`config.mk`:
```
export PLATFORM = sky130hd
export DESIGN_NAME = keypad_emulator
export DESIGN_NICKNAME = d
export VERILOG_FILES = /design/src/rtl/keypad_pkg.sv /design/src/rtl/keypad_map.sv /design/src/rtl/keypad_emulator.sv
export SDC_FILE = /design/constraint.sdc
export NUM_CORES = 1
export LEC_CHECK = 0
export ABC_AREA = 1
export BUFFER_PORTS_ARGS = -buffer_cell sky130_fd_sc_hd__buf_4
export CAP_MARGIN = 20
export CORE_MARGIN = 3
export CORE_UTILIZATION = 65
export DETAILED_ROUTE_END_ITERATION = 6
export PLACE_DENSITY = 0.85
export SYNTH_ARGS = -nofsm -noshare
export SYNTH_HDL_FRONTEND = slang
export SYNTH_SLANG_ARGS = --single-unit
```
`constraint.sdc`:
```
create_clock -name clk -period 4.4 [get_ports clk]
set_input_delay 0.88 -clock clk [delete_from_list [all_inputs] [get_ports clk]]
set_output_delay 0.88 -clock clk [all_outputs]
set_load 0.005 [all_outputs]
```
`src/rtl/keypad_pkg.sv`:
```
// Shared keypad constants: active-low row/column patterns, FSM states and the
// code-to-{row, column} key map used by the emulator.
package keypad_pkg;

  localparam int CNT_W = 20;

  localparam logic [3:0] NO_KEY   = 4'b1111;
  localparam logic [3:0] ROW_PAT0 = 4'b0111;
  localparam logic [3:0] ROW_PAT1 = 4'b1011;
  localparam logic [3:0] ROW_PAT2 = 4'b1101;
  localparam logic [3:0] ROW_PAT3 = 4'b1110;
  localparam logic [3:0] COL_PAT0 = 4'b0111;
  localparam logic [3:0] COL_PAT1 = 4'b1011;
  localparam logic [3:0] COL_PAT2 = 4'b1101;
  localparam logic [3:0] COL_PAT3 = 4'b1110;

  typedef enum logic [1:0] {
    IDLE,
    BOUNCE,
    HOLD,
    GAP
  } state_t;

  // Each entry is {row, col}; listed from key F down to key 0.
  localparam logic [15:0][7:0] KEY_MAP = {
    {ROW_PAT3, COL_PAT1},
    {ROW_PAT3, COL_PAT2},
    {ROW_PAT3, COL_PAT3},
    {ROW_PAT2, COL_PAT3},
    {ROW_PAT1, COL_PAT3},
    {ROW_PAT0, COL_PAT3},
    {ROW_PAT2, COL_PAT2},
    {ROW_PAT2, COL_PAT1},
    {ROW_PAT2, COL_PAT0},
    {ROW_PAT1, COL_PAT2},
    {ROW_PAT1, COL_PAT1},
    {ROW_PAT1, COL_PAT0},
    {ROW_PAT0, COL_PAT2},
    {ROW_PAT0, COL_PAT1},
    {ROW_PAT0, COL_PAT0},
    {ROW_PAT3, COL_PAT0}
  };

endpackage

```
`src/rtl/keypad_map.sv`:
```
// Combinational lookup from a hex key code to its active-low row and column.
module keypad_map
  import keypad_pkg::*;
(
  input  logic [3:0] i_code,
  output logic [3:0] o_row,
  output logic [3:0] o_col
);

  assign {o_row, o_col} = KEY_MAP[i_code];

endmodule

```
`src/rtl/keypad_emulator.sv`:
```
// Emulates a 4x4 matrix keypad: accepts key-press requests and answers the
// scanner's column drive with the matching row while the contact is closed.
module keypad_emulator
  import keypad_pkg::*;
#(
  parameter int unsigned HOLD_CYCLES   = 800000,
  parameter int unsigned GAP_CYCLES    = 400000,
  parameter int unsigned BOUNCE_CYCLES = 0
) (
  input  logic       clk,
  input  logic       rst_n,
  input  logic [3:0] key_code,
  input  logic       key_valid,
  output logic       key_ready,
  input  logic [3:0] Col,
  output logic [3:0] Row,
  output logic       pressed
);

  localparam logic [CNT_W-1:0] HOLD_LAST   = CNT_W'(HOLD_CYCLES - 1);
  localparam logic [CNT_W-1:0] GAP_LAST    = CNT_W'(GAP_CYCLES - 1);
  localparam logic [CNT_W-1:0] BOUNCE_LAST = CNT_W'(BOUNCE_CYCLES - 1);

  state_t           r_state;
  logic [CNT_W-1:0] r_cnt;
  logic [3:0]       r_code;
  logic             r_pressed;
  logic             r_ready;
  logic [3:0]       r_row;
  logic [CNT_W-1:0] w_cnt_inc;
  logic [3:0]       w_row_pat;
  logic [3:0]       w_col_pat;

  assign w_cnt_inc = r_cnt + CNT_W'(1);

  keypad_map u_map (
    .i_code (r_code),
    .o_row  (w_row_pat),
    .o_col  (w_col_pat)
  );

  // The counter restarts on every state entry; pressed and key_ready are
  // registered alongside the state so they change on the same edge.
  always_ff @(posedge clk or negedge rst_n) begin
    if (!rst_n) begin
      r_state   <= IDLE;
      r_cnt     <= '0;
      r_code    <= '0;
      r_pressed <= 1'b0;
      r_ready   <= 1'b1;
    end else begin
      case (r_state)
        IDLE: begin
          if (key_valid) begin
            r_code  <= key_code;
            r_cnt   <= '0;
            r_ready <= 1'b0;
            if (BOUNCE_CYCLES != 0) begin
              r_state   <= BOUNCE;
              r_pressed <= 1'b0;
            end else begin
              r_state   <= HOLD;
              r_pressed <= 1'b1;
            end
          end
        end
        BOUNCE: begin
          if (r_cnt == BOUNCE_LAST) begin
            r_state   <= HOLD;
            r_cnt     <= '0;
            r_pressed <= 1'b1;
          end else begin
            r_cnt     <= w_cnt_inc;
            r_pressed <= w_cnt_inc[4];
          end
        end
        HOLD: begin
          if (r_cnt == HOLD_LAST) begin
            r_cnt     <= '0;
            r_pressed <= 1'b0;
            if (GAP_CYCLES != 0) begin
              r_state <= GAP;
            end else begin
              r_state <= IDLE;
              r_ready <= 1'b1;
            end
          end else begin
            r_cnt <= w_cnt_inc;
          end
        end
        GAP: begin
          if (r_cnt == GAP_LAST) begin
            r_state <= IDLE;
            r_cnt   <= '0;
            r_ready <= 1'b1;
          end else begin
            r_cnt <= w_cnt_inc;
          end
        end
        default: begin
          r_state   <= IDLE;
          r_cnt     <= '0;
          r_pressed <= 1'b0;
          r_ready   <= 1'b1;
        end
      endcase
    end
  end

  // A column drive with zero or several low bits can never equal a single-low
  // key column, so malformed scans fall through to no-key.
  always_ff @(posedge clk or negedge rst_n) begin
    if (!rst_n) begin
      r_row <= NO_KEY;
    end else if (r_pressed && (Col == w_col_pat)) begin
      r_row <= w_row_pat;
    end else begin
      r_row <= NO_KEY;
    end
  end

  assign key_ready = r_ready;
  assign Row       = r_row;
  assign pressed   = r_pressed;

endmodule

```
==> results.cfg, run 1 <==
[global_routing]
gr-total-overflow = 0
top_usage_layer = met2
antenna_found_initial = 0
grt.met3_usage_pct = 6.932
met2_usage_pct = 43.30
grt_start_max_net_pins = 33
grt.total_usage_pct = 26.99
grt_pass1_wl_um = 8721
use_met1_pct = 35.45
grt_pass1_vias = 1934

[timing]
period_minus_slack_ns = 2.272
final_max_slew_viol_count = 0
fin_crit_sh_pct = 51.64
finalSetupViolCount = 0
hold_viol = 0
finClkSkew_ns = 0.01466
timing.hold.ws_ns = 0.4602
fin_tns_setup_ns = 0
rsz0062_at_grt = no
slew_headroom_pct = 48.52
fmax_mhz = 440.1
worst_pin_slew_ns = 0.7713

[setup_path]
timing.critical_path.slowest_stage_cell = nor2_2
start_kind = flop
end_kind = flop
worstPathMaxFanout = 18
crit_buf_inv = 2
cp_data_arrival_time_ns = 2.55
path_cells = nor2_2 > inv_2 > nor2_2 > inv_2 > nand2_1 > o21ai_1 > nand2_1
critPathTopFamily = simple AND/OR/NAND/NOR gates
path_class = flop to flop
crit_required_ns = 4.67
critPathMaxStageDelay_ns = 0.64

[logic_synthesis]
yosysWarningCount = 0
async_reset_ff_share_pct = 100.0
yosys-top-cells-count = nand2_1 (103), nor2_1 (44), inv_1 (29), dfrtp_1 (27), nand3_1 (22)
synth_area_leaders = dfrtp_1 (30%), nand2_1 (17%), nor2_1 (7.4%)
netlist_instances = 325
synthFlopType = dfrtp_1
synth_seq_area_share_pct = 36.24
ys_ff_latch = 32
yosysMostFrequentCell = nand2_1
yosysTopAreaCell = dfrtp_1
synthesis.nets = 341
synth_edf_count = 0
synth.distinct_cells = 34
avgSynthCellArea_um2 = 6.853
synth.top_cell.area_share_pct = 30.34
synth_area_um2 = 2227

[layout]
nets = 358
drive_above_1_share_pct = 15.45
antenna_cells = 0
area_growth_syn_to_layout_pct = 8.820
fin_area_um2 = 2424

[clock_network]
cts-root-buf = clkbuf_4
ctsHoldBuffers = 0
clkTransAtPathRegs_ns = 0.10
cts_setup_buffers = 0
cts_made_buffers = 5
htreeDepth = 2
cts_tree = built
cts_resized = 0
clock_tree.buffer_depth = 2
cts_sinks = 32
clk_latency_ns = 0.34

[floorplan]
io_pins = 17
core_um2 = 3153
die_w_um = 64.54
die_height_um = 64.54
die-area_um2 = 4165
num_rows = 20
start_util_pct = 70.63

[job]
drv_cap = 0

[run_status]
outcome = finished, final reports clean

[power]
p_switching_uw = 106.4
p_comb_share_pct = 3.1
swShare_pct = 21.90
p_per_area_nw_per_um2 = 200.5
p_seq_share_pct = 60.5
clkPwrFrac_pct = 36.4
internal_power_uw = 379.5
finalPower_uw = 486.0
cellLeakagePower_uw = 0.001156
peakVddDrop_uv = 151.0

[routing]
drt_iter0_drc = 230
dr.pass1.iters = 5
routed_wirelength_um = 4915
routedWlPerCell_um = 12.70
ant_nets = 0
vias = 2146
drc = 0
avgViaCountPerCell = 5.545

[placed_design]
port_buffers = 16
placed_area_um2 = 2365
gp_congestion = 1.029
dp.final_hpwl_um = 3680

[worst_hold_path]
hold_class = input pin to asynchronous set/reset pin
## placed cells by master (no fill, tap or decap), types with 2 or more instances in the layout
master | Yosys | layout
a21oi_1 | 15 | 15
buf_4 | 1 | 16
clkbuf_1 | 1 | 2
clkbuf_4 | 0 | 5
clkinv_1 | 3 | 3
dfrtp_1 | 27 | 27
dfstp_2 | 5 | 5
ha_1 | 5 | 5
inv_1 | 29 | 29
inv_2 | 7 | 7
nand2_1 | 103 | 103
nand2_2 | 4 | 4
nand3_1 | 22 | 22
nand3_2 | 5 | 5
nand3_4 | 3 | 3
nand4_1 | 6 | 6
nor2_1 | 44 | 44
nor2_2 | 4 | 4
nor3_1 | 3 | 3
nor4_1 | 2 | 2
o211ai_1 | 3 | 3
o21ai_0 | 9 | 9
o21ai_1 | 8 | 8
xnor2_1 | 3 | 3
## cells by family (layout without fill, tap and decap cells)
family,count (synthesis),in the layout,synth area share (%)
adders and majority gates,5,5,2.809
DFF,32,32,36.24
and+or+nand+nor,201,201,42.08
AOI/OAI and AO/OA,39,39,9.439
xor gates and xnor gates,3,3,1.180
buffers and inverters,45,63,8.258
## metal layers
layer | routed length [µm] | up-vias | share of wire [%]
met3 | 420 | 8 | 8.5
met2 | 2268 | 90 | 46
met1 | 2176 | 972 | 44
met5 | 0 | - | 0
met4 | 49 | 0 | 1.0
li1 | - | 1076 | -
## state kept, by name (all words and copies together) (netlist names)
signal / flops
r_cnt: 20
Row: 4
r_code: 4
pressed: 1
r_state: 2
key_ready: 1
## path summary, 6_finish.rpt
check	from	to	slack, ns	cells past startpoint
max in group asynchronous	rst_n	Row[2]$_DFF_PN1_	3.62	1
hold / removal	rst_n	r_cnt[0]$_DFFE_PN0P_	0.46	1
hold reg to reg	key_ready$_DFFE_PN1P_	key_ready$_DFFE_PN1P_	0.50	2
setup / recovery	r_state[0]$_DFFE_PN0P_	r_state[0]$_DFFE_PN0P_	2.13	7
min in group clk	key_ready$_DFFE_PN1P_	key_ready$_DFFE_PN1P_	0.50	2
setup reg to reg	r_state[0]$_DFFE_PN0P_	r_state[0]$_DFFE_PN0P_	2.13	7
## stage by stage
step / instances / util [%] / worst slack, ns
after global routing: 387 / 76.87 / 1.824
after detailed placement: 379 / 75.00 / 2.164
after floorplan: 325 / - / 2.844
after global placement: 379 / 75.00 / 2.242
final: 387 / 76.87 / 2.128
after CTS: 387 / 76.87 / 2.146
## cell type report
type                    instances  area, µm²
fillers                       253      729.5
well taps                      44      55.05
flip-flops and latches         32      807.0
multi-input cells             248       1236
inverters                      39      146.4
clock buffers                   8      58.81
repair buffers                 16      120.1
## power by group through the flow
stage / Clock (µW) / Combinational [µW] / Sequential, µW
5_1_grt: 194 / 17.0 / 294
2_1_floorplan: 0 / 1.92 / 300
3_5_place_dp: 0 / 15.5 / 300
3_3_place_gp: 0 / 15.2 / 300
6_report: 177 / 14.8 / 294
4_1_cts: 177 / 15.5 / 294
No activity file was read; power rests on OpenSTA's default activity.
==> run 2, diff against run 1 <==
--- a/config.mk
+++ b/config.mk
@@ -9,9 +9,9 @@
 export BUFFER_PORTS_ARGS = -buffer_cell sky130_fd_sc_hd__buf_4
 export CAP_MARGIN = 20
 export CORE_MARGIN = 3
-export CORE_UTILIZATION = 65
+export CORE_UTILIZATION = 54
 export DETAILED_ROUTE_END_ITERATION = 6
-export PLACE_DENSITY = 0.85
+export PLACE_DENSITY = 0.76
 export SYNTH_ARGS = -nofsm -noshare
 export SYNTH_HDL_FRONTEND = slang
 export SYNTH_SLANG_ARGS = --single-unit
==> constraint.sdc (replaced) <==
create_clock -name clk -period 2 [get_ports clk]
set_input_delay 0.4 -clock clk [delete_from_list [all_inputs] [get_ports clk]]
set_output_delay 0.4 -clock clk [all_outputs]
set_load 0.005 [all_outputs]
==> run 2 against run 1 <==
First-iteration DRC count fell by 51%. Cell count is 1.8% higher. Critical endpoint is now r_cnt[12]$_DFFE_PN0P_. Sequential cell count unchanged. Clock power grew to 2.9 times the previous value. Fmax increased by 31%. Combinational power up 120%. Register-to-register slack got worse by 1.9 ns. Non-clock buffer count is 3 higher. Worst hold slack got worse by 0.42 ns.
==> results.cfg, run 2 (synthesis gave the netlist of run 1 again) <==
[clock_network]
htreeDepth = 2
cts_setup_buffers = 0
cts_sinks = 32
cts_tree = built
clkTransAtPathRegs_ns = 0.06
cts_made_buffers = 5
clk_latency_ns = 0.28
ctsHoldBuffers = 0
cts_resized = 0
clock_tree.buffer_depth = 2
cts-root-buf = clkbuf_8

[timing]
rsz0062_at_grt = no
fin_crit_sh_pct = 86.51
finalSetupViolCount = 0
finClkSkew_ns = 0.002601
worst_pin_slew_ns = 0.4025
fmax_mhz = 577.9
slew_headroom_pct = 73.16
final_max_slew_viol_count = 0
fin_tns_setup_ns = 0
period_minus_slack_ns = 1.730
hold_viol = 0

[placed_design]
gp_congestion = 0.9477
dp.final_hpwl_um = 3959
port_buffers = 16

[layout]
fillers = 344
regMostFlops = r_cnt
layout_common_cells = nand2_1 (103), nor2_1 (44), inv_1 (29)
area_growth_syn_to_layout_pct = 11.57
final_common_cell = nand2_1
drive_above_1_share_pct = 16.76
antenna_cells = 0
nets = 361
largest_reg_flops = 20

[global_routing]
antenna_found_initial = 0
grt.total_usage_pct = 22.83
grt_pass1_vias = 2046
grt_start_max_net_pins = 33
gr-total-overflow = 0
grt_pass1_wl_um = 9073

[power]
p_switching_uw = 254.4
p_comb_share_pct = 2.8
p_per_area_nw_per_um2 = 479.3
finalPower_uw = 1191
peakVddDrop_uv = 391.6
swShare_pct = 21.36
cellLeakagePower_uw = 0.001191
internal_power_uw = 936.5
clkPwrFrac_pct = 42.9
p_seq_share_pct = 54.4

[setup_path]
r2r_cells = 8
crit_top_cell = nand3_4
critPathMaxStageDelay_ns = 0.43
path_class = flop to flop
cp_data_arrival_time_ns = 1.89
rrSetupSlack_ns = 0.27
end_kind = flop
r2r-start = r_cnt[0]$_DFFE_PN0P_
timing.critical_path.slowest_stage_cell = dfrtp_1
path_cells = ha_1 > nand3_4 > nor2_8 > nand3_2 > nand2_2 > nand3_4 > nand2_1 > o21ai_0
worstPathMaxFanout = 14
r2r_end = r_cnt[12]$_DFFE_PN0P_
crit_required_ns = 2.16
start_kind = flop

[routing]
dr.pass1.iters = 4
drt_iter0_drc = 112
vias = 2117
avgViaCountPerCell = 5.373
ant_nets = 0
routed_wirelength_um = 5248
routedWlPerCell_um = 13.32
drc = 0

[floorplan]
num_rows = 22
die_height_um = 70.22
die_w_um = 70.22
die-area_um2 = 4931
core_um2 = 3826
start_util_pct = 58.21
io_pins = 17

[worst_hold_path]
hold_class = input pin to asynchronous set/reset pin

[run_status]
outcome = finished, final reports clean

[job]
drv_cap = 0
==> run 2: changes by cell type in the layout (fill, tap and decap cells not counted) <==
cell | before | now
buf_4 | 16 | 19
clkinv_2 | 0 | 2
clkbuf_8 | 1 | 6
clkbuf_4 | 5 | 0
clkbuf_1 | 2 | 0
==> run 2: power groups by stage <==
stage,Sequential [µW],Clock (µW),Combinational [µW]
finish,648,510,32.9
global route,647,555,37.5
CTS,648,520,34.2
detailed placement,659,0,34.1
global placement,659,0,34.0
floorplan,660,0,4.23
==> run 2: final cells by class <==
class / instances / area, µm² / area share, %
timing repair buffer: 19 / 142.6 / 5.740
clock buffer: 6 / 82.58 / 3.323
tap: 48 / 60.06 / 2.417
clock inverter: 2 / 10.01 / 0.4028
multi-input combinational: 248 / 1236 / 49.75
sequential: 32 / 807.0 / 32.48
inverter: 39 / 146.4 / 5.891
==> run 2: layer usage <==
layer	global-route usage [%]	wire length, µm	share of wire, %	up-vias
met3	4.460	288	5.5	17
met2	38.15	2560	49	81
met4	9.574	139	2.6	0
li1	-	-	-	1079
met1	28.56	2260	43	940
met5	0	0	0	-
==> run 2: worst max-delay path: cells and delay by family (launching register included) <==
family | cells | cell delay [ns]
AOI/OAI and AO/OA | 1 | 0.08
and+or+nand+nor | 6 | 0.84
adders and majority gates | 1 | 0.26
DFF | 1 | 0.43
==> run 2: how the worst max path moves through the flow <==
stage | start | endpoint | slack [ns] | cells after the start
2_1_floorplan | r_cnt[0]$_DFFE_PN0P_ | r_cnt[17]$_DFFE_PN0P_ | 0.44 | 9
3_3_place_gp | r_cnt[0]$_DFFE_PN0P_ | r_cnt[12]$_DFFE_PN0P_ | 0.34 | 8
3_5_place_dp | r_cnt[0]$_DFFE_PN0P_ | r_cnt[12]$_DFFE_PN0P_ | 0.28 | 8
4_1_cts | r_cnt[0]$_DFFE_PN0P_ | r_cnt[12]$_DFFE_PN0P_ | 0.26 | 8
5_1_grt | r_cnt[0]$_DFFE_PN0P_ | r_cnt[12]$_DFFE_PN0P_ | 0.11 | 8
6_report | r_cnt[0]$_DFFE_PN0P_ | r_cnt[12]$_DFFE_PN0P_ | 0.27 | 8
==> run 2: through the flow <==
step	cell area, µm²	util (%)	instances	worst slack [ns]	hold slack [ns]
2_1_floorplan	2227	-	325	0.4437	0.1044
5_1_grt	2485	64.94	394	0.1101	0.06715
3_3_place_gp	2392	62.52	386	0.3388	0.3641
3_5_place_dp	2392	62.52	386	0.2754	0.3592
6_report	2485	64.94	394	0.2697	0.04494
4_1_cts	2485	64.94	394	0.2607	0.05180
==> run 3, diff against run 2 <==
--- a/config.mk
+++ b/config.mk
@@ -9,9 +9,9 @@
 export BUFFER_PORTS_ARGS = -buffer_cell sky130_fd_sc_hd__buf_4
 export CAP_MARGIN = 20
 export CORE_MARGIN = 3
-export CORE_UTILIZATION = 54
+export CORE_UTILIZATION = 65
 export DETAILED_ROUTE_END_ITERATION = 6
-export PLACE_DENSITY = 0.76
+export PLACE_DENSITY = 0.85
 export SYNTH_ARGS = -nofsm -noshare
 export SYNTH_HDL_FRONTEND = slang
 export SYNTH_SLANG_ARGS = --single-unit
==> constraint.sdc (replaced) <==
create_clock -name clk -period 2.2 [get_ports clk]
set_input_delay 0.44 -clock clk [delete_from_list [all_inputs] [get_ports clk]]
set_output_delay 0.44 -clock clk [all_outputs]
set_load 0.005 [all_outputs]
==> run 3 against run 2 <==
Fmax fell by 1.3%. Sequential share of layout area rose by 0.38 points. Critical endpoint unchanged. Largest cell class unchanged. Total power fell by 9.9%. Final area fell by 1.2%.
==> results.cfg, run 3 (synthesis gave the netlist of run 1 again) <==
[run_status]
outcome = finished, final reports clean

[floorplan]
die-area_um2 = 4165
num_rows = 20
core_um2 = 3153
die_height_um = 64.54
io_pins = 17
start_util_pct = 70.63
die_w_um = 64.54

[setup_path]
r2r_cells = 8
crit_top_cell = nand3_4
end_kind = flop
critPathMaxStageDelay_ns = 0.46
timing.critical_path.slowest_stage_cell = dfrtp_1
r2r-start = r_cnt[0]$_DFFE_PN0P_
start_kind = flop
crit_required_ns = 2.42
worstPathMaxFanout = 14
path_cells = ha_1 > nand3_4 > nor2_8 > nand3_4 > nand2_2 > nand3_4 > nand2_1 > o21ai_0
rrSetupSlack_ns = 0.45
path_class = flop to flop
r2r_end = r_cnt[12]$_DFFE_PN0P_
cp_data_arrival_time_ns = 1.98

[timing]
rsz0062_at_grt = no
hold_viol = 0
final_max_slew_viol_count = 0
fin_crit_sh_pct = 79.68
fmax_mhz = 570.5
finalSetupViolCount = 0
fin_tns_setup_ns = 0
period_minus_slack_ns = 1.753
worst_pin_slew_ns = 0.4069
finClkSkew_ns = 0.02053
slew_headroom_pct = 72.87

[power]
peakVddDrop_uv = 388.1
cellLeakagePower_uw = 0.001177
p_per_area_nw_per_um2 = 436.9

[routing]
drc = 0
routedWlPerCell_um = 13.00
dr.pass1.iters = 5
routed_wirelength_um = 5058
vias = 2138
avgViaCountPerCell = 5.496
drt_iter0_drc = 205
ant_nets = 0

[clock_network]
cts-root-buf = clkbuf_4
clkTransAtPathRegs_ns = 0.12
cts_tree = built
cts_sinks = 32
cts_setup_buffers = 0
cts_made_buffers = 5
clk_latency_ns = 0.35
clock_tree.buffer_depth = 2
cts_resized = 0
htreeDepth = 2
ctsHoldBuffers = 0

[global_routing]
grt.met3_usage_pct = 5.373
use_met1_pct = 36.58
grt_pass1_wl_um = 9315
top_usage_layer = met2
antenna_found_initial = 0
grt_start_max_net_pins = 33
gr-total-overflow = 0
grt.total_usage_pct = 28.80
met2_usage_pct = 47.55
grt_pass1_vias = 2083

[layout]
drive_above_1_share_pct = 16.23
final_common_cell = nand2_1
antenna_cells = 0
layout_common_cells = nand2_1 (103), nor2_1 (44), inv_1 (29)
fin_util_pct = 77.90
fillers = 262
regMostFlops = r_cnt
largest_reg_flops = 20
nets = 360
area_growth_syn_to_layout_pct = 10.28

[worst_hold_path]
hold_class = input pin to asynchronous set/reset pin

[placed_design]
dp.final_hpwl_um = 3816
port_buffers = 16
gp_congestion = 0.9910

[job]
drv_cap = 0
[run 3: cell types whose count changed in the layout (fill, tap and decap cells not counted)]
cell | previous run | this run
buf_4 | 19 | 18
clkbuf_1 | 0 | 1
bufinv_16 | 0 | 1
clkbuf_8 | 6 | 0
clkinv_2 | 2 | 1
clkbuf_4 | 0 | 5
[run 3: final cells by class]
| cell class | instances | area, µm² | area share [%] |
|---|---|---|---|
| timing repair buffer | 18 | 135.1 | 5.502 |
| clock inverter | 2 | 35.03 | 1.426 |
| multi-input combinational | 248 | 1236 | 50.33 |
| sequential | 32 | 807.0 | 32.86 |
| tap | 44 | 55.05 | 2.241 |
| clock buffer | 6 | 41.29 | 1.681 |
| inverter | 39 | 146.4 | 5.960 |
[run 3: how the worst max path moves through the flow]
| stage | start | to | slack [ns] | cells past startpoint |
|---|---|---|---|---|
| 2_1_floorplan | r_cnt[0]$_DFFE_PN0P_ | r_cnt[17]$_DFFE_PN0P_ | 0.64 | 9 |
| 3_3_place_gp | r_cnt[0]$_DFFE_PN0P_ | r_cnt[18]$_DFFE_PN0P_ | 0.55 | 8 |
| 3_5_place_dp | r_cnt[0]$_DFFE_PN0P_ | r_cnt[12]$_DFFE_PN0P_ | 0.46 | 8 |
| 4_1_cts | r_cnt[0]$_DFFE_PN0P_ | r_cnt[12]$_DFFE_PN0P_ | 0.43 | 8 |
| 5_1_grt | r_code[1]$_DFFE_PN0P_ | Row[2]$_DFF_PN1_ | 0.30 | 7 |
| 6_report | r_cnt[0]$_DFFE_PN0P_ | r_cnt[12]$_DFFE_PN0P_ | 0.45 | 8 |
[run 3: power breakdown]
part           internal [µW]  switching (µW)  total (µW)
clock network            238             217         455
logic                   13.3            16.6        29.8
registers                588               0         588
[run 3: routing by layer]
layer,part of all wire (%),vias up
li1,-,1076
met5,0,-
met4,2.6,0
met1,43,971
met3,6.4,14
met2,48,77
[run 3: per-stage QoR]
| stage | hold WS (ns) | total power [µW] | instances | area [µm²] | setup slack [ns] |
|---|---|---|---|---|---|
| after CTS | 0.01855 | 1078 | 389 | 2456 | 0.4324 |
| final | 0.005721 | 1073 | 389 | 2456 | 0.4471 |
| after global routing | 0.03860 | 1106 | 389 | 2456 | 0.3007 |
| after floorplan | 0.1444 | 603.4 | 325 | 2227 | 0.6437 |
| after detailed placement | 0.4013 | 630.2 | 381 | 2380 | 0.4569 |
| after global placement | 0.3961 | 629.7 | 381 | 2380 | 0.5466 |
[run 3: critical path, delay by kind of cell, from the launching register on]
kind                     cells  cell delay, ns
adder cells (fa/ha/maj)      1            0.27
AO/OA/AOI/OAI                1            0.08
AND/OR/NAND/NOR              6            0.82
flip-flops                   1            0.46
